`src/rtl/uart_packet_tx.sv`:
```
// uart_packet_tx: framed 8N1 packet sender (sync, 16-bit length, payload, checksum byte when UART_PKT_CHECKSUM_EN is defined)
module uart_packet_tx #(
  parameter int CLOCKS_PER_BAUD = 33,
  parameter int ADDR_WIDTH = 16,
  parameter logic [7:0] SYNC_BYTE = 8'hA5
) (
  input  logic                  clk_in,
  input  logic                  rst_in,
  input  logic                  start_i,
  input  logic [ADDR_WIDTH-1:0] len_i,
  output logic [ADDR_WIDTH-1:0] rd_addr_o,
  input  logic [7:0]            rd_data_i,
  output logic                  busy_o,
  output logic                  done_o,
  output logic                  tx_o
);
  localparam int CW = $clog2(CLOCKS_PER_BAUD);
  localparam logic [CW-1:0] BAUD_LAST = CW'(CLOCKS_PER_BAUD - 1);
  localparam logic [2:0] S_IDLE = 3'd0;
  localparam logic [2:0] S_HDR  = 3'd1;
  localparam logic [2:0] S_PAY  = 3'd2;
  localparam logic [2:0] S_DONE = 3'd4;
`ifdef UART_PKT_CHECKSUM_EN
  localparam logic [2:0] S_TRL  = 3'd3;
`else
  localparam logic [2:0] S_TRL  = S_DONE;
`endif
  logic [2:0]            r_state;
  logic [CW-1:0]         r_cnt;
  logic [3:0]            r_bit;
  logic [7:0]            r_sh;
  logic                  r_tx;
  logic [15:0]           r_len;
  logic [1:0]            r_hdr;
  logic [15:0]           r_pidx;
  logic [7:0]            r_data;
  logic [ADDR_WIDTH-1:0] r_addr;
  logic                  w_len_zero, w_last_pay, w_load_pay, w_to_tail, w_finish, w_frame_end;
  logic [7:0]            w_byte_nx, w_tail;
  logic [15:0]           w_pidx_nx;
  assign busy_o    = r_state != S_IDLE && r_state != S_DONE;
  assign done_o    = r_state == S_DONE;
  assign tx_o      = r_tx;
  assign rd_addr_o = r_addr;
  // pick the byte that follows the current frame and where the packet goes next
  always_comb begin
    w_len_zero  = r_len == 16'd0;
    w_last_pay  = r_pidx == r_len - 16'd1;
    w_frame_end = busy_o && r_bit == 4'd9 && r_cnt == BAUD_LAST;
    w_load_pay  = (r_state == S_HDR && r_hdr == 2'd2 && !w_len_zero) || (r_state == S_PAY && !w_last_pay);
    w_to_tail   = (r_state == S_HDR && r_hdr == 2'd2 && w_len_zero) || (r_state == S_PAY && w_last_pay);
`ifdef UART_PKT_CHECKSUM_EN
    w_finish    = r_state == S_TRL;
`else
    w_finish    = w_to_tail;
`endif
    w_pidx_nx   = r_state == S_HDR ? 16'd0 : r_pidx + 16'd1;
    w_byte_nx   = r_hdr == 2'd0 ? r_len[15:8] : r_hdr == 2'd1 ? r_len[7:0] : w_load_pay ? r_data : w_tail;
  end
`ifdef UART_PKT_CHECKSUM_EN
  logic [7:0] r_sum;
  // running mod-256 sum of payload bytes as they are loaded into the shifter
  always_ff @(posedge clk_in)
    if (rst_in || (r_state == S_IDLE && start_i)) r_sum <= 8'd0;
    else if (w_frame_end && w_load_pay) r_sum <= r_sum + r_data;
  assign w_tail = r_sum;
`else
  assign w_tail = 8'h00;
`endif
  // packet sequencer, bit serializer and payload prefetch
  always_ff @(posedge clk_in) begin
    if (rst_in) begin
      r_state <= S_IDLE;
      r_tx    <= 1'b1;
      r_cnt   <= '0;
      r_bit   <= 4'd0;
      r_sh    <= 8'd0;
      r_len   <= 16'd0;
      r_hdr   <= 2'd0;
      r_pidx  <= 16'd0;
      r_data  <= 8'd0;
      r_addr  <= '0;
    end else if (r_state == S_IDLE) begin
      if (start_i) begin
        r_state <= S_HDR;
        r_tx    <= 1'b0;
        r_sh    <= SYNC_BYTE;
        r_cnt   <= '0;
        r_bit   <= 4'd0;
        r_len   <= 16'(len_i);
        r_hdr   <= 2'd0;
        r_addr  <= '0;
      end
    end else if (r_state == S_DONE) begin
      r_state <= S_IDLE;
    end else begin
      if (r_bit == 4'd9 && r_cnt == '0) r_data <= rd_data_i;
      if (r_cnt != BAUD_LAST) begin
        r_cnt <= r_cnt + CW'(1);
      end else if (r_bit != 4'd9) begin
        r_cnt <= '0;
        r_tx  <= r_bit == 4'd8 ? 1'b1 : r_sh[0];
        r_sh  <= r_sh >> 1;
        r_bit <= r_bit + 4'd1;
      end else begin
        r_cnt   <= '0;
        r_bit   <= 4'd0;
        r_tx    <= w_finish;
        r_sh    <= w_byte_nx;
        r_state <= w_finish ? S_DONE : w_load_pay ? S_PAY : w_to_tail ? S_TRL : r_state;
        if (r_state == S_HDR && r_hdr != 2'd2) r_hdr <= r_hdr + 2'd1;
        if (w_load_pay) r_pidx <= w_pidx_nx;
        if (w_load_pay && w_pidx_nx + 16'd1 < r_len) r_addr <= ADDR_WIDTH'(w_pidx_nx + 16'd1);
      end
    end
  end
endmodule

```
`config.mk`:
```
export PLATFORM = sky130hd
export DESIGN_NAME = uart_packet_tx
export DESIGN_NICKNAME = d
export VERILOG_FILES = /design/src/rtl/uart_packet_tx.sv
export SDC_FILE = /design/constraint.sdc
export NUM_CORES = 1
export LEC_CHECK = 0
export CORE_MARGIN = 3
export CORE_UTILIZATION = 59
export DETAILED_ROUTE_END_ITERATION = 6
export GPL_TIMING_DRIVEN = 0
export PLACE_DENSITY_LB_ADDON = 0.15
export SYNTH_ARGS = -nofsm -noshare
export SYNTH_HDL_FRONTEND = slang
export SYNTH_SLANG_ARGS = --single-unit
```
`constraint.sdc`:
```
create_clock -name clk_in -period 6 [get_ports clk_in]
set_clock_uncertainty 0.05 [all_clocks]
set_input_delay 1.2 -clock clk_in [delete_from_list [all_inputs] [get_ports clk_in]]
set_output_delay 1.2 -clock clk_in [all_outputs]
set_load 0.005 [all_outputs]
```
Yosys cells after proc, flatten, opt, wreduce, memory -nomap -nowiden
Cells that the tools add are included.
{"block": "totals", "ff_bits": 80, "latch_bits": 0, "ram_bits": 0, "rom_bits": 0, "input_bits": 27, "elab_cells": 111, "mem_count": 0}
{"block": "classes", "addsub": 6, "multipliers": 0, "div_mod_pow": 0, "magnitude_cmp": 1, "n_eq_ne": 18, "n_shift": 0, "mux": 43, "bitwise": 4, "reduce_logical": 29}
{"op": "2-to-1 mux 16 bit", "count": 7}
{"op": "2-to-1 mux 8 bit", "count": 8}
{"op": "adder 16 x 1 -> 16 bit, second input constant", "count": 2}
{"op": "2-to-1 mux 6 bit", "count": 4}
{"op": "2-to-1 mux 3 bit", "count": 7}
{"op": "2-to-1 mux 4 bit", "count": 5}
{"op": "equality test 16 bit", "count": 1}
{"op": "logical NOT 16 bit", "count": 1}
{"op": "less-than comparator 16 bit", "count": 1}
{"op": "subtractor 16 x 1 -> 16 bit, second input constant", "count": 1}
{"op": "AND reduction 5 bit", "count": 3}
{"op": "2-to-1 mux 2 bit", "count": 6}
{"op": "logical AND 1 bit", "count": 9}
{"op": "inequality test 3 bit, second input constant", "count": 3}
{"op": "equality test 4 bit, second input constant", "count": 2}
{"op": "inequality test 2 bit, second input constant", "count": 4}
{"op": "adder 6 x 1 -> 6 bit, second input constant", "count": 1}
{"op": "logical NOT 6 bit", "count": 1}
{"op": "2-to-1 mux 1 bit", "count": 6}
{"op": "inequality test 6 bit, second input constant", "count": 1}
{"op": "AND reduction 3 bit", "count": 2}
{"op": "adder 4 x 1 -> 4 bit, second input constant", "count": 1}
{"op": "inequality test 4 bit, second input constant", "count": 1}
{"op": "NOT 1 bit", "count": 4}
{"op": "other kinds (16)", "count": 20}

Depth between registers and ports, before layout
Gate-level depths: netlist of the first run.
{"block": "logic_depth", "word_depth": 12, "depth_mapped": 21}

Worst setup path after synthesis of the first run
No wires, ideal clock.
{"block": "synth_path", "kind": "reg-to-reg", "start": "reg r_pidx[1]", "end": "reg r_addr[8], in the netlist rd_addr_o[8]", "setup_ns": 0.117, "arrival_ns": 4.171, "slack_ns": 1.662, "stages_incl_launch_ff": 18, "path_buffers": 2, "period_less_slack_ns": 4.338, "path_cell_list": "dfxtp_1 -> ha_1 -> nand3_1 -> or4_1 -> a21oi_1 -> and4_1 -> and4_1 -> xor2_1 -> ha_1 -> a21o_1 -> a21oi_1 -> o21ai_0 -> a21oi_1 -> or3b_1 -> buf_2 -> o31a_4 -> buf_6 -> a32o_1"}
{"block": "synth_via", "elab_chain_len": 8, "elab_cells_between_ends": 16, "classes_between": "add/sub: 2; order compare: 1; eq/ne: 1; mux: 6; reduce/logical: 6"}
{"item": "from (decl)", "line_no": "35", "source": "logic [15:0] r_pidx;"}
{"item": "from (signal assigned)", "line_no": "112", "source": "if (w_load_pay) r_pidx <= w_pidx_nx;"}
{"item": "branches (longest 8 deep; another with adder 16 x 1 -> 16 bit)"}
{"item": "to (signal assigned)", "line_no": "113", "source": "if (w_load_pay && w_pidx_nx + 16'd1 < r_len) r_addr <= ADDR_WIDTH'(w_pidx_nx + 16'd1);"}
{"item": "to (decl)", "line_no": "37", "source": "logic [ADDR_WIDTH-1:0] r_addr;"}
Several ways; the timed one is not identified. The select of a mux whose other input is x is not followed.
A chain may end at the register's enable or synchronous reset.

Worst setup path in the final report of the first run
{"block": "layout_path", "start": "reg r_state[2]", "end": "reg r_addr[3], in the netlist rd_addr_o[3]"}
{"block": "layout_via", "elab_chain_len": 8, "elab_cells_between_ends": 23, "classes_between": "add/sub: 1; order compare: 1; eq/ne: 7; mux: 6; reduce/logical: 8"}
{"item": "from (decl)", "line_no": "28", "source": "logic [2:0] r_state;"}
{"item": "from (signal assigned)", "line_no": "110", "source": "r_state <= w_finish ? S_DONE : w_load_pay ? S_PAY : w_to_tail ? S_TRL : r_state;"}
{"item": "equality test 3 x 1 -> 1 bit (*)", "line_no": "57", "source": "w_pidx_nx = r_state == S_HDR ? 16'd0 : r_pidx + 16'd1;"}
{"item": "2-to-1 mux 16 bit (*)", "line_no": "57"}
{"item": "net w_pidx_nx[1]", "line_no": "40", "source": "logic [15:0] w_pidx_nx;"}
{"item": "adder 16 x 1 -> 16 bit (*)", "line_no": "113"}
{"item": "branches (longest 5 deep; another with less-than comparator 16 bit)"}
Mark *: on every way through the listed nets, which the timed path passes. The select of a mux whose other input is x is not followed.

==> metrics.md, run 1 <==
| Metric | Value |
|---|---|
| Status | `finished clean` |
| Routing usage on met2 | `49.1%` |
| Full die area | `0.00995 sq mm` |
| Synth Flop Type | `dfxtp_1` |
| CP cell instances | `clkbuf_1 > or3b_2 > clkbuf_1 > clkbuf_1 > and2_1 > ha_1 > nand2b_1 > nor2_1 > nand4_1 > xnor2_1 > ha_1 > a21o_1 > a21oi_1 > o21ai_0 > a21oi_1 > or3b_1 > buf_2 > nor3_1 > a32o_1` |
| Clock sinks | `80` |
| Maxcap violations | `0` |
| Crit Path Class | `flip-flop to flip-flop` |
| Core Region | `0.00838 sq mm` |
| Register area | `0.00160 sq mm` |
| Max VDD drop | `0.000130 V` |
| CTS buffer count | `9` |
| CTS tree | `done` |
| Multi-input logic area | `0.00330 sq mm` |
| Post-CTS Resized | `0` |
| CP Launch Type | `flip-flop` |
| Switching power | `328 uW` |
| HP Class | `flip-flop to flip-flop` |
| Area grow syn2layout | `15.6%` |
| Fmax | `177 MHz` |
| Net Count, Synth | `712` |
| Post-synth design cell area | `0.00518 sq mm` |
| Slew Limit Headroom | `29.0%` |
| Post-Route WL | `15,100 um` |
| Clock share of power | `39.2%` |
| Gr busiest metal | `met2` |
| Avg Inst Size Synth | `7.83 sq um` |
| First-pass GRT wire length | `24,700 um` |
| Total Nets Final | `768` |
| Grt ovf | `0` |
| CP peak stage delay | `0.76 ns` |
| Routability Congestion | `1.00` |
| Post-Synthesis Cells | `662` |
| Post-CTS Hold Fix Bufs | `0` |
| Final Max Slew Viols | `0` |
| Crit-path max FO | `10` |
| Count of different cell masters after synthesis | `66` |
| P per Cell Area | `198 mW/mm^2` |
| Wire per inst | `18.2 um` |
| DR iter-0 viols | `480` |
| Starting Density | `61.8%` |
| Filler cells | `674` |
| Hpwl dp | `11,400 um` |
| Leak | `2.31 nW` |
| Inst Count DP | `812` |
| Final setup fails | `0` |
| Via count | `5,325` |
| Port Buffers | `45` |
| Max clock buf depth | `2` |
| Switching Fraction | `27.6%` |
| Initial antenna violation count | `0` |
| Top Ports | `46` |
| Met3 global-route usage | `3.72%` |
| Worst EP arrival | `5.90 ns` |
| Fin crit period | `5.65 ns` |
| Root Buffer | `clkbuf_8` |
| Post-CTS Repair Setup Buffers | `0` |
| Fraction of the yosys area taken by sequential cells | `30.9%` |
| Slew at the pin closest to its max-slew limit | `1.06 ns` |
| Antenna Diode Count | `0` |
| CTS clk-pin slew, worst paths | `0.10 ns` |
| Pre-Repair DR Iteration Count | `6` |
| Die Span Y | `99.7 um` |
| Finished Layout Cells | `828` |
| FP Rows | `33` |
| Worst setup EP type | `flip-flop` |
| Setup TNS | `0 ns` |
| CP max-delay cell | `nor3_1` |
| Comb pwr share | `14.2%` |
| Final Cycle Share | `94.1%` |
| Clk_lat worst skew | `0.36 ns` |
| Final Hold Viols | `0` |
| Post-synth EDFFs | `0` |
| Yosys warning total | `0` |
| GR met1 Demand/Resource | `41.9%` |
| Internal power | `860 uW` |
| Residual DRC | `0` |
| Share of layout cells above drive strength 1 | `4.43%` |
| GR Util All Layers | `31.3%` |
| Worst path most repeated cell | `clkbuf_1` |
| Async set-reset flop share out of synthesis | `0%` |
| Vias in the first global route | `5,007` |
| Worst EP required | `6.25 ns` |
| ANT nets after route | `0` |
| Reg power frac | `46.5%` |
| Largest net degree at the start of global routing | `15` |
| Die X | `99.7 um` |
| FF+latch count, synth | `80` |
| H-tree levels | `3` |
| Vias per cell | `6.43` |
| RSZ-0062 raised after global routing | `no` |
layout make-up:
| cell class | count | share of cell area [%] |
|---|---|---|
| clock buffers | 11 | 2.36 |
| multi-input cells | 514 | 55.1 |
| flip-flops and latches | 80 | 26.7 |
| well taps | 105 | 2.19 |
| repair buffers | 45 | 7.52 |
| clock inverters | 5 | 1.44 |
| inverters | 28 | 1.75 |
| plain buffers | 40 | 2.92 |
logic make-up after synthesis:
group / count (synthesis) / share of synthesized area (%)
simple gates: 281 / 27.1
compound gates: 137 / 17.6
flops: 80 / 30.9
buf+inv: 68 / 5.41
xor+xnor: 42 / 7.36
mux: 31 / 6.01
fa+ha+maj: 23 / 5.55
layout by cell type, fill, tap and decap left out, types with 15 or more instances in the layout:
master / instances
a21oi_1: 46
clkdlybuf4s50_1: 45
dfxtp_1: 80
clkbuf_1: 35
ha_1: 23
inv_1: 27
xor2_1: 15
o21ai_0: 24
nor2_1: 71
nor3_1: 16
nand2_1: 93
mux2i_1: 30
xnor2_1: 26
worst max-delay path: cells and delay by family (launching register included):
kind / cells / cell delay [ns]
flops: 1 / 0.32
compound gates: 5 / 0.72
xor+xnor: 1 / 0.38
fa+ha+maj: 2 / 0.52
simple gates: 7 / 2.14
buf+inv: 4 / 1.46
path summary, 6_finish.rpt:
kind	startpoint	end	slack, ns	depth (start not counted)
max	r_state[2]	rd_addr_o[3]	0.35	19
min	rd_addr_o[10]	rd_addr_o[10]	0.42	2
max reg2reg	r_state[2]	rd_addr_o[3]	0.35	19
min reg2reg	rd_addr_o[10]	rd_addr_o[10]	0.42	2
power by group through the flow:
| stage | logic [mW] | registers [mW] | clock network (mW) |
|---|---|---|---|
| final | 0.169 | 0.553 | 0.466 |
| after global routing | 0.184 | 0.554 | 0.487 |
| after CTS | 0.165 | 0.552 | 0.465 |
| after floorplan | 0.110 | 0.561 | 0 |
| after global placement | 0.158 | 0.564 | 0 |
| after detailed placement | 0.164 | 0.564 | 0 |
registers in the layout (all words and copies together), names as in the netlist, 3 cells and up:
signal and count:
r_bit 4, r_cnt 6, r_data 8, r_len 16
r_pidx 16, r_sh 8, r_state 3, rd_addr_o 16
metrics by stage:
stage | total power [mW] | worst slack [ns] | hold slack [ns] | utilization (%) | instance area [sq um]
after global placement | 0.722 | 0.557 | 0.395 | 68.8 | 5770
after floorplan | 0.670 | 1.66 | 0.398 | - | 5180
final | 1.19 | 0.351 | 0.417 | 71.5 | 5990
after global routing | 1.22 | 0.115 | 0.437 | 71.5 | 5990
after CTS | 1.18 | 0.469 | 0.422 | 71.5 | 5990
after detailed placement | 0.729 | 0.527 | 0.403 | 68.8 | 5770
Yosys cell counts, types with 4 or more instances:
cell type,count,area [sq um]
a21oi_1,46,230
o21ai_0,24,120
ha_1,23,288
a32o_1,6,60.1
nor4b_1,6,52.6
nand2_1,93,349
clkbuf_1,34,128
nor2b_1,6,37.5
nor2_1,71,267
a31oi_1,4,25.0
nand4_1,14,87.6
inv_1,27,101
and2_1,5,31.3
a21o_1,7,52.6
nor4_1,11,68.8
a211oi_1,6,45.0
and3_1,6,37.5
dfxtp_1,80,1600
nand2b_1,6,37.5
xor2_1,15,131
or3_1,5,31.3
mux2i_1,30,300
xnor2_1,26,228
a22oi_1,5,37.5
a221oi_1,8,70.1
nor3_1,16,80.1
and4_1,4,35.0
nor3b_1,4,30.0
or4_1,4,30.0
nand3_1,13,65.1
metal layers:
metal	share of wire, %	vias up
met2	45	277
met3	8.4	50
met4	4.1	0
li1	-	2486
met1	43	2512
met5	0	-
No activity file was read; power rests on OpenSTA's default activity.
==> run 2, diff against run 1 <==
- CAP_MARGIN: unset -> 20
==> results of run 2 <==
The final DEF is identical to that of run 1; final timing and power are the same.
==> run 3, diff against run 2 <==
- MAX_ROUTING_LAYER: unset -> met4
- SLEW_MARGIN: unset -> 15
- clock period: 6 -> 6.3 ns (I/O delays scaled with it)
==> run 3 against run 2 <==
Compared with the run above:
- final cell count rose by 0.12%
- sequential cell count unchanged
- hold slack worse by 0.00095 ns
- design area down 0.13%
- die area is the same
- power down 6.4%
- combinational power down 5%
- sequential power is 4.9% lower
- sequential share of layout area about the same
- clock power down 8.6%
- utilization shrank 0.090 points
- register-to-register slack improved by 0.17 ns
- largest power group unchanged
==> metrics.md, run 3 (synthesis results as in run 1) <==
| Metric | Value |
|---|---|
| Max VDD drop | `0.000174 V (+34%)` |
| HP Class | `flip-flop to flip-flop` |
| Routability Congestion | `0.971 (-2.9%)` |
| H-tree levels | `3 (unchanged)` |
| CP Launch Type | `flip-flop` |
| Initial antenna violation count | `0 (unchanged)` |
| Leak | `2.30 nW (-0.13%)` |
| Grt ovf | `0 (unchanged)` |
| Clock sinks | `80 (unchanged)` |
| FP Rows | `33 (unchanged)` |
| WHS Path Cells | `2 (unchanged)` |
| Share of layout cells above drive strength 1 | `4.42% (-0.0061 points)` |
| CTS clk-pin slew, worst paths | `0.09 ns (about the same)` |
| GR Util All Layers | `32.6% (+1.3 points)` |
| Port Buffers | `45 (unchanged)` |
| Largest net degree at the start of global routing | `14 (-1)` |
| Die X | `99.7 um (unchanged)` |
| Slew Limit Headroom | `34.1% (+5.1 points)` |
| RSZ-0062 raised after global routing | `no` |
| Final Hold Viols | `0 (unchanged)` |
| Area grow syn2layout | `15.5%` |
| CTS buffer count | `9 (unchanged)` |
| Final Max Slew Viols | `0 (unchanged)` |
| Worst EP arrival | `6.01 ns (+0.11 ns)` |
| Final setup fails | `0 (unchanged)` |
| R2R cell count | `19 (unchanged)` |
| Root Buffer | `clkbuf_8` |
| Clk_lat worst skew | `0.36 ns (about the same)` |
| Pre-Repair DR Iteration Count | `5 (-1)` |
| Post-Route WL | `15,300 um (+1.3%)` |
| Starting Density | `61.8% (unchanged)` |
| Residual DRC | `0 (unchanged)` |
| CTS tree | `done` |
| Via count | `5,235 (-1.7%)` |
| Post-CTS Repair Setup Buffers | `0 (unchanged)` |
| Worst EP required | `6.54 ns (+0.29 ns)` |
| Setup TNS | `0 ns (unchanged)` |
| Core Region | `0.00838 sq mm (unchanged)` |
| Vias per cell | `6.31 (-1.8%)` |
| Crit-path max FO | `10 (unchanged)` |
| Top Ports | `46 (unchanged)` |
| Slew at the pin closest to its max-slew limit | `0.975 ns (-0.0809 ns)` |
| Antenna Diode Count | `0 (unchanged)` |
| Commonest non-fill, non-tap cell in the layout | `nand2_1` |
| Max clock buf depth | `2 (unchanged)` |
| Total Nets Final | `769 (+0.13%)` |
| Status | `finished clean` |
| Fin crit period | `5.78 ns (+0.128 ns)` |
| Worst setup EP type | `flip-flop` |
| DR iter-0 viols | `506 (+5.4%)` |
| Die Span Y | `99.7 um (unchanged)` |
| First-pass GRT wire length | `25,000 um (+1.2%)` |
| Post-CTS Hold Fix Bufs | `0 (unchanged)` |
| P per Cell Area | `186 mW/mm^2 (-6.3%)` |
| Wire per inst | `18.4 um (+1.2%)` |
| Most frequent cells in the layout | `nand2_1 (93), dfxtp_1 (80), nor2_1 (71)` |
| ANT nets after route | `0 (unchanged)` |
| Full die area | `0.00995 sq mm (unchanged)` |
| Maxcap violations | `0 (unchanged)` |
| Vias in the first global route | `4,982 (-0.50%)` |
| Final Cycle Share | `91.7% (-2.5 points)` |
| Post-CTS Resized | `0 (unchanged)` |
| Setup slack after layout | `0.524 ns (+0.172 ns)` |
| Crit Path Class | `flip-flop to flip-flop` |
| Fmax | `173 MHz (-2.2%)` |
| Pre-CTS setup slack | `0.707 ns (+0.179 ns)` |
| Hpwl dp | `11,500 um (+0.96%)` |
## run 3: power breakdown
part / switching, mW / internal [mW]
combinational: 0.0947 / 0.0655
clock: 0.201 / 0.224
sequential: 0.0114 / 0.515
## run 3: worst max-delay path: stages, from the launching register on
cell	delay [ns]
dfxtp_1	0.30
clkbuf_1	0.20
nor3b_1	0.76
clkbuf_1	0.44
clkbuf_1	0.43
nor2_1	0.14
ha_1	0.26
nand2b_1	0.14
nor3b_1	0.08
xor2_1	0.15
nor2_1	0.31
ha_1	0.32
a21o_1	0.17
a21oi_1	0.13
o21ai_0	0.16
a21oi_1	0.17
or3b_1	0.35
buf_2	0.17
nor3_1	0.75
a32o_1	0.23
## run 3: cell type report
class / count / area [sq um]
fill: 717 / 2400
clock buffer: 11 / 131
timing repair buffer: 46 / 460
inverter: 28 / 105
tap: 105 / 131
sequential: 80 / 1600
buffer: 40 / 175
clock inverter: 5 / 78.8
multi-input combinational: 514 / 3300
## run 3: metal layers
layer  global-route usage [%]  share of wire (%)  vias to the layer above
li1                         -                  -                     2489
met1                     42.5                 43                     2424
met2                     49.7                 45                      275
met3                     6.17                9.1                       47
met4                     13.4                3.6                        0
met5                        -                  0                        -
## run 3: worst paths after layout
| path | start | to | slack, ns |
|---|---|---|---|
| hold reg to reg | rd_addr_o[4] | rd_addr_o[4] | 0.42 |
| setup / recovery | r_state[2] | rd_addr_o[3] | 0.52 |
| hold / removal | rd_addr_o[4] | rd_addr_o[4] | 0.42 |
| setup reg to reg | r_state[2] | rd_addr_o[3] | 0.52 |
## run 3: metrics by stage
step / std cells / instance area, sq um / power (mW) / utilization, % / hold slack [ns]
3_5_place_dp: 813 / 5780 / 0.693 / 68.9 / 0.404
5_1_grt: 829 / 5990 / 1.15 / 71.4 / 0.443
6_report: 829 / 5990 / 1.11 / 71.4 / 0.416
4_1_cts: 829 / 5990 / 1.11 / 71.4 / 0.419
3_3_place_gp: 812 / 5770 / 0.688 / 68.8 / 0.393
2_1_floorplan: 662 / 5180 / 0.638 / - / 0.398
